===== src/rtl/memory_arbiter.sv =====
// Round-robin arbiter granting one of N requesters access to a shared memory,
// with a bounded tenure and a one-cycle dead time between tenures.
module memory_arbiter #(
    parameter int unsigned N        = 5,
    parameter int unsigned ADDR_W   = 16,
    parameter int unsigned DATA_W   = 32,
    parameter int unsigned MAX_HOLD = 64
) (
    input  logic                  i_Clock,
    input  logic                  i_Reset_n,
    input  logic [N-1:0]          i_Request,
    input  logic [N*ADDR_W-1:0]   i_Address,
    input  logic [N*DATA_W-1:0]   i_Write_Data,
    input  logic [N-1:0]          i_Write_Enable,
    input  logic [DATA_W-1:0]     i_Mem_Read_Data,
    output logic [N-1:0]          o_Grant,
    output logic [N-1:0]          o_Timeout,
    output logic [ADDR_W-1:0]     o_Mem_Address,
    output logic [DATA_W-1:0]     o_Mem_Write_Data,
    output logic                  o_Mem_Write_Enable,
    output logic [DATA_W-1:0]     o_Read_Data,
    output logic                  o_Busy
);

    localparam int unsigned IDX_W  = (N > 1) ? $clog2(N) : 1;
    localparam int unsigned HOLD_W = $clog2(MAX_HOLD);

    typedef enum logic [1:0] {
        S_IDLE    = 2'd0,
        S_GRANTED = 2'd1,
        S_RELEASE = 2'd2
    } state_t;

    state_t              r_State,   w_Next_State;
    logic [N-1:0]        r_Grant,   w_Next_Grant;
    logic [N-1:0]        r_Timeout, w_Next_Timeout;
    logic [HOLD_W-1:0]   r_Hold,    w_Next_Hold;
    logic [IDX_W-1:0]    r_Last,    w_Next_Last;
    logic [IDX_W-1:0]    r_Gidx,    w_Next_Gidx;

    logic                w_Win_Valid;
    logic [IDX_W-1:0]    w_Win_Idx;

    // (base + off) mod N for base < N and off <= N
    function automatic logic [IDX_W-1:0] wrap_idx(input logic [IDX_W-1:0] base,
                                                  input int unsigned     off);
        int unsigned s;
        s = int'(32'(base)) + off;
        if (s >= N) begin
            s = s - N;
        end
        return IDX_W'(s);
    endfunction

    // Round-robin search starting just after the last released index
    always_comb begin
        w_Win_Valid = 1'b0;
        w_Win_Idx   = '0;
        for (int unsigned i = 1; i <= N; i++) begin
            if (!w_Win_Valid && i_Request[wrap_idx(r_Last, i)]) begin
                w_Win_Valid = 1'b1;
                w_Win_Idx   = wrap_idx(r_Last, i);
            end
        end
    end

    // State and registered outputs
    always_ff @(posedge i_Clock or negedge i_Reset_n) begin
        if (!i_Reset_n) begin
            r_State   <= S_IDLE;
            r_Grant   <= '0;
            r_Timeout <= '0;
            r_Hold    <= '0;
            r_Last    <= IDX_W'(N - 1);
            r_Gidx    <= '0;
        end else begin
            r_State   <= w_Next_State;
            r_Grant   <= w_Next_Grant;
            r_Timeout <= w_Next_Timeout;
            r_Hold    <= w_Next_Hold;
            r_Last    <= w_Next_Last;
            r_Gidx    <= w_Next_Gidx;
        end
    end

    // Next-state logic: arbitrate in IDLE, track tenure in GRANTED, one dead cycle in RELEASE
    always_comb begin
        w_Next_State   = r_State;
        w_Next_Grant   = r_Grant;
        w_Next_Timeout = '0;
        w_Next_Hold    = r_Hold;
        w_Next_Last    = r_Last;
        w_Next_Gidx    = r_Gidx;
        case (r_State)
            S_IDLE: begin
                w_Next_Grant = '0;
                if (w_Win_Valid) begin
                    w_Next_State = S_GRANTED;
                    w_Next_Grant = N'(1) << w_Win_Idx;
                    w_Next_Hold  = '0;
                    w_Next_Gidx  = w_Win_Idx;
                end
            end
            S_GRANTED: begin
                // A voluntary drop takes priority over the tenure limit, so no pulse then
                if (!i_Request[r_Gidx]) begin
                    w_Next_State = S_RELEASE;
                    w_Next_Grant = '0;
                    w_Next_Last  = r_Gidx;
                end else if (r_Hold == HOLD_W'(MAX_HOLD - 1)) begin
                    w_Next_State   = S_RELEASE;
                    w_Next_Grant   = '0;
                    w_Next_Timeout = N'(1) << r_Gidx;
                    w_Next_Last    = r_Gidx;
                end else begin
                    w_Next_Hold = r_Hold + HOLD_W'(1);
                end
            end
            S_RELEASE: begin
                w_Next_State = S_IDLE;
                w_Next_Grant = '0;
            end
            default: begin
                w_Next_State = S_IDLE;
                w_Next_Grant = '0;
            end
        endcase
    end

    // Memory-side mux: only the granted requester reaches memory, and only while GRANTED
    always_comb begin
        o_Mem_Address      = '0;
        o_Mem_Write_Data   = '0;
        o_Mem_Write_Enable = 1'b0;
        if (r_State == S_GRANTED) begin
            for (int k = 0; k < int'(N); k++) begin
                if (r_Gidx == IDX_W'(k)) begin
                    o_Mem_Address      = i_Address[k*ADDR_W +: ADDR_W];
                    o_Mem_Write_Data   = i_Write_Data[k*DATA_W +: DATA_W];
                    o_Mem_Write_Enable = i_Write_Enable[k] & i_Request[k];
                end
            end
        end
    end

    assign o_Grant     = r_Grant;
    assign o_Timeout   = r_Timeout;
    assign o_Read_Data = i_Mem_Read_Data;
    assign o_Busy      = (r_State != S_IDLE);

endmodule


===== config.mk =====
export PLATFORM = sky130hd
export DESIGN_NAME = memory_arbiter
export DESIGN_NICKNAME = d
export VERILOG_FILES = /design/src/rtl/memory_arbiter.sv
export SDC_FILE = /design/constraint.sdc
export NUM_CORES = 1
export LEC_CHECK = 0
export BUFFER_PORTS_ARGS = -buffer_cell sky130_fd_sc_hd__clkbuf_2
export CAP_MARGIN = 20
export CORE_AREA = 4 4 144 146
export DETAILED_ROUTE_END_ITERATION = 12
export DIE_AREA = 0 0 148 150
export PLACE_DENSITY = 0.47
export REMOVE_ABC_BUFFERS = 1
export SLEW_MARGIN = 20
export SYNTH_ARGS = -nofsm -noshare
export SYNTH_HDL_FRONTEND = slang
export SYNTH_SLANG_ARGS = --single-unit

===== constraint.sdc =====
create_clock -name i_Clock -period 3.94 [get_ports i_Clock]
set_input_delay 0.788 -clock i_Clock [delete_from_list [all_inputs] [get_ports i_Clock]]
set_output_delay 0.788 -clock i_Clock [all_outputs]
set_load 0.02 [all_outputs]

==> metrics.txt <==
Hold Buf Count CTS 0; vias in the first global route 5189; Final Wtd Congestion 0.934; DRT Wirelength 30.0 mm; Mean Syn Cell Area 9.12 um^2; clk sink count 24; die width 148 um; area occupied by multi-input gates 3090 um^2; register bit total from synthesis 24; Synth area leaders mux4_2 (28%), dfrtp_1 (14%), a22oi_1 (8.7%); Tmin final 3440 ps; WL/cell 30.6 um; post-synth cell types 73; clock transition at the registers of the reported paths 60 ps; port buffer count 311; proportion of layout cells with a drive suffix above 1 56.6%; setup violators final 0; Worst EP required 4090 ps; vias per inst 5.15; sequential cell area 607 um^2; post-synthesis sequential area ratio 14.5%; Yosys top cell by area mux4_2; Clock Path Buffers 2; fin crit share 87.2%; Hold Path Class flip-flop to flip-flop; Final Cell Area 5880 um^2; post-route antenna net violation count 0; Yosys top cell area share 28.2%; pin count of the biggest net entering global routing 57; RSZ-0062 raised after global routing no; commonest non-fill, non-tap cells in the layout clkbuf_2 (311), nor2_1 (63), mux4_2 (52); worst skew pair latency 260 ps; Post-CTS Setup Inserts 0; CTS tree built; gr usage total 25.9%; status finished, final reports clean; Total Power 5.08 mW; core area 19400 um^2; relative slew slack 46.1%; Setup Skew 5.40 ps; die area 22200 um^2; MaxCap Viol Count 0; commonest non-fill, non-tap cell in the layout clkbuf_2; ys async rst share 100%; f_max 0.291 GHz; fin worst setup slack 504 ps; TritonRoute pass-1 iters 4; htree depth 1; first-pass GRT wire length 40.3 mm; CTS Buf Count 3; final net count 1011; placed instance area 5780 um^2; DRC viols 0; row count 51; FILL cells 2160; Worst Setup End Kind flip-flop; critical path class flip-flop to flip-flop; Layout area overhead 41.4%; main flop type after synthesis dfrtp_1; pre-CTS WS 503 ps; Syn Inst Count 456; number of synthesized flops with an enable pin 0; n_diodes 0; CP max FO 14; antenna violations before repair 1; Top Ports 376; HPWL after DPL 26.4 mm; WP data arrival 3580 ps; gr ovfl total 0; post-CTS resize count 0; slew of the pin with the lowest slew margin 801 ps; Leakage 2.89 nW; Pwr Density 864 nW/um^2; hold slack 509 ps; Starting DRT DRC Count 297; clock root cell clkbuf_16; Final Max Slew Viols 0; Die Span Y 150 um; worst vdd ir 536 uV; mapped cell area 4160 um^2; Hold Vio Cnt, Final 0; total number of vias 5046; yosys warns 0; Startpoint Class flip-flop; initial core utilization 21.4%
## cell type report
cell class / count / share of cell area, %
Multi-Input combinational cell: 342 / 52.6
Timing Repair Buffer: 325 / 28.5
Sequential cell: 24 / 10.3
Tap cell: 265 / 5.64
Clock buffer: 3 / 1.28
Inverter: 19 / 1.21
Clock inverter: 1 / 0.511
## critical path, stage by stage, from the launching register on
cell and delay [ps]:
dfstp_2 660, inv_1 150, ha_1 470, and2_1 250, o21bai_1 200, o311ai_1 530, mux2_2 400, a21oi_1 160
o21ai_1 200, a32o_1 310
## sequential cells by signal (all words and copies together) (netlist names)
signal and flops:
r_State 2, r_Gidx 3, o_Grant 5, r_Hold 6
o_Timeout 5, r_Last 3
## final timing paths
kind                       startpoint          to  slack (ps)  cells after the start
max in group asynchronous   i_Reset_n   r_Gidx[0]        2920                      1
max reg2reg                 r_Last[2]  o_Grant[2]         500                      9
min in group asynchronous   i_Reset_n  o_Grant[4]         540                      1
min                        o_Grant[0]  o_Grant[0]         510                      1
max                         r_Last[2]  o_Grant[2]         500                      9
min reg2reg                o_Grant[0]  o_Grant[0]         510                      1
## report_power, final
part           switching, mW  internal [mW]
registers             0.0899          0.324
clock network         0.0893          0.202
logic                   2.66           1.72
## metal layers
layer / wire, um / track usage (%)
met1: 10300 / 27.1
met2: 13600 / 41.6
met3: 5240 / 19.3
met4: 775 / 5.87
met5: 71 / 2.05
## per-stage QoR
| stage | util [%] | TNS [ps] | std cells |
|---|---|---|---|
| after floorplan | - | -92540 | 385 |
| after global placement | 29.8 | 0 | 975 |
| after detailed placement | 29.8 | 0 | 975 |
| after CTS | 30.3 | 0 | 979 |
| after global routing | 30.3 | 0 | 979 |
| final | 30.3 | 0 | 979 |
## cell families (layout without fill, tap and decap cells)
logic type               after synthesis  in the layout  share of synthesized area [%]
flip-flops                            24             24                           14.5
AND/OR/NAND/NOR                      136            136                           15.5
buffers and inverters                 90            348                           11.4
XOR/XNOR                               5              5                           1.05
multiplexers                          65             65                           31.4
adder cells (fa/ha/maj)               12             12                           3.79
AO/OA/AOI/OAI                        124            124                           22.4
## synth_stat cells (4+ instances only)
cell	count
dfrtp_1	23
clkbuf_1	29
mux2_2	4
nor3_1	8
a22oi_1	48
mux4_2	52
a21oi_1	8
nand4_1	5
nand3_1	5
mux2i_1	9
nor2_1	63
inv_1	15
buf_1	5
and3_1	5
o31ai_1	5
nand2b_1	6
nor2b_1	7
nand2_1	21
buf_4	33
o21ai_0	11
ha_1	11
Power figures use the tool's default switching activity.
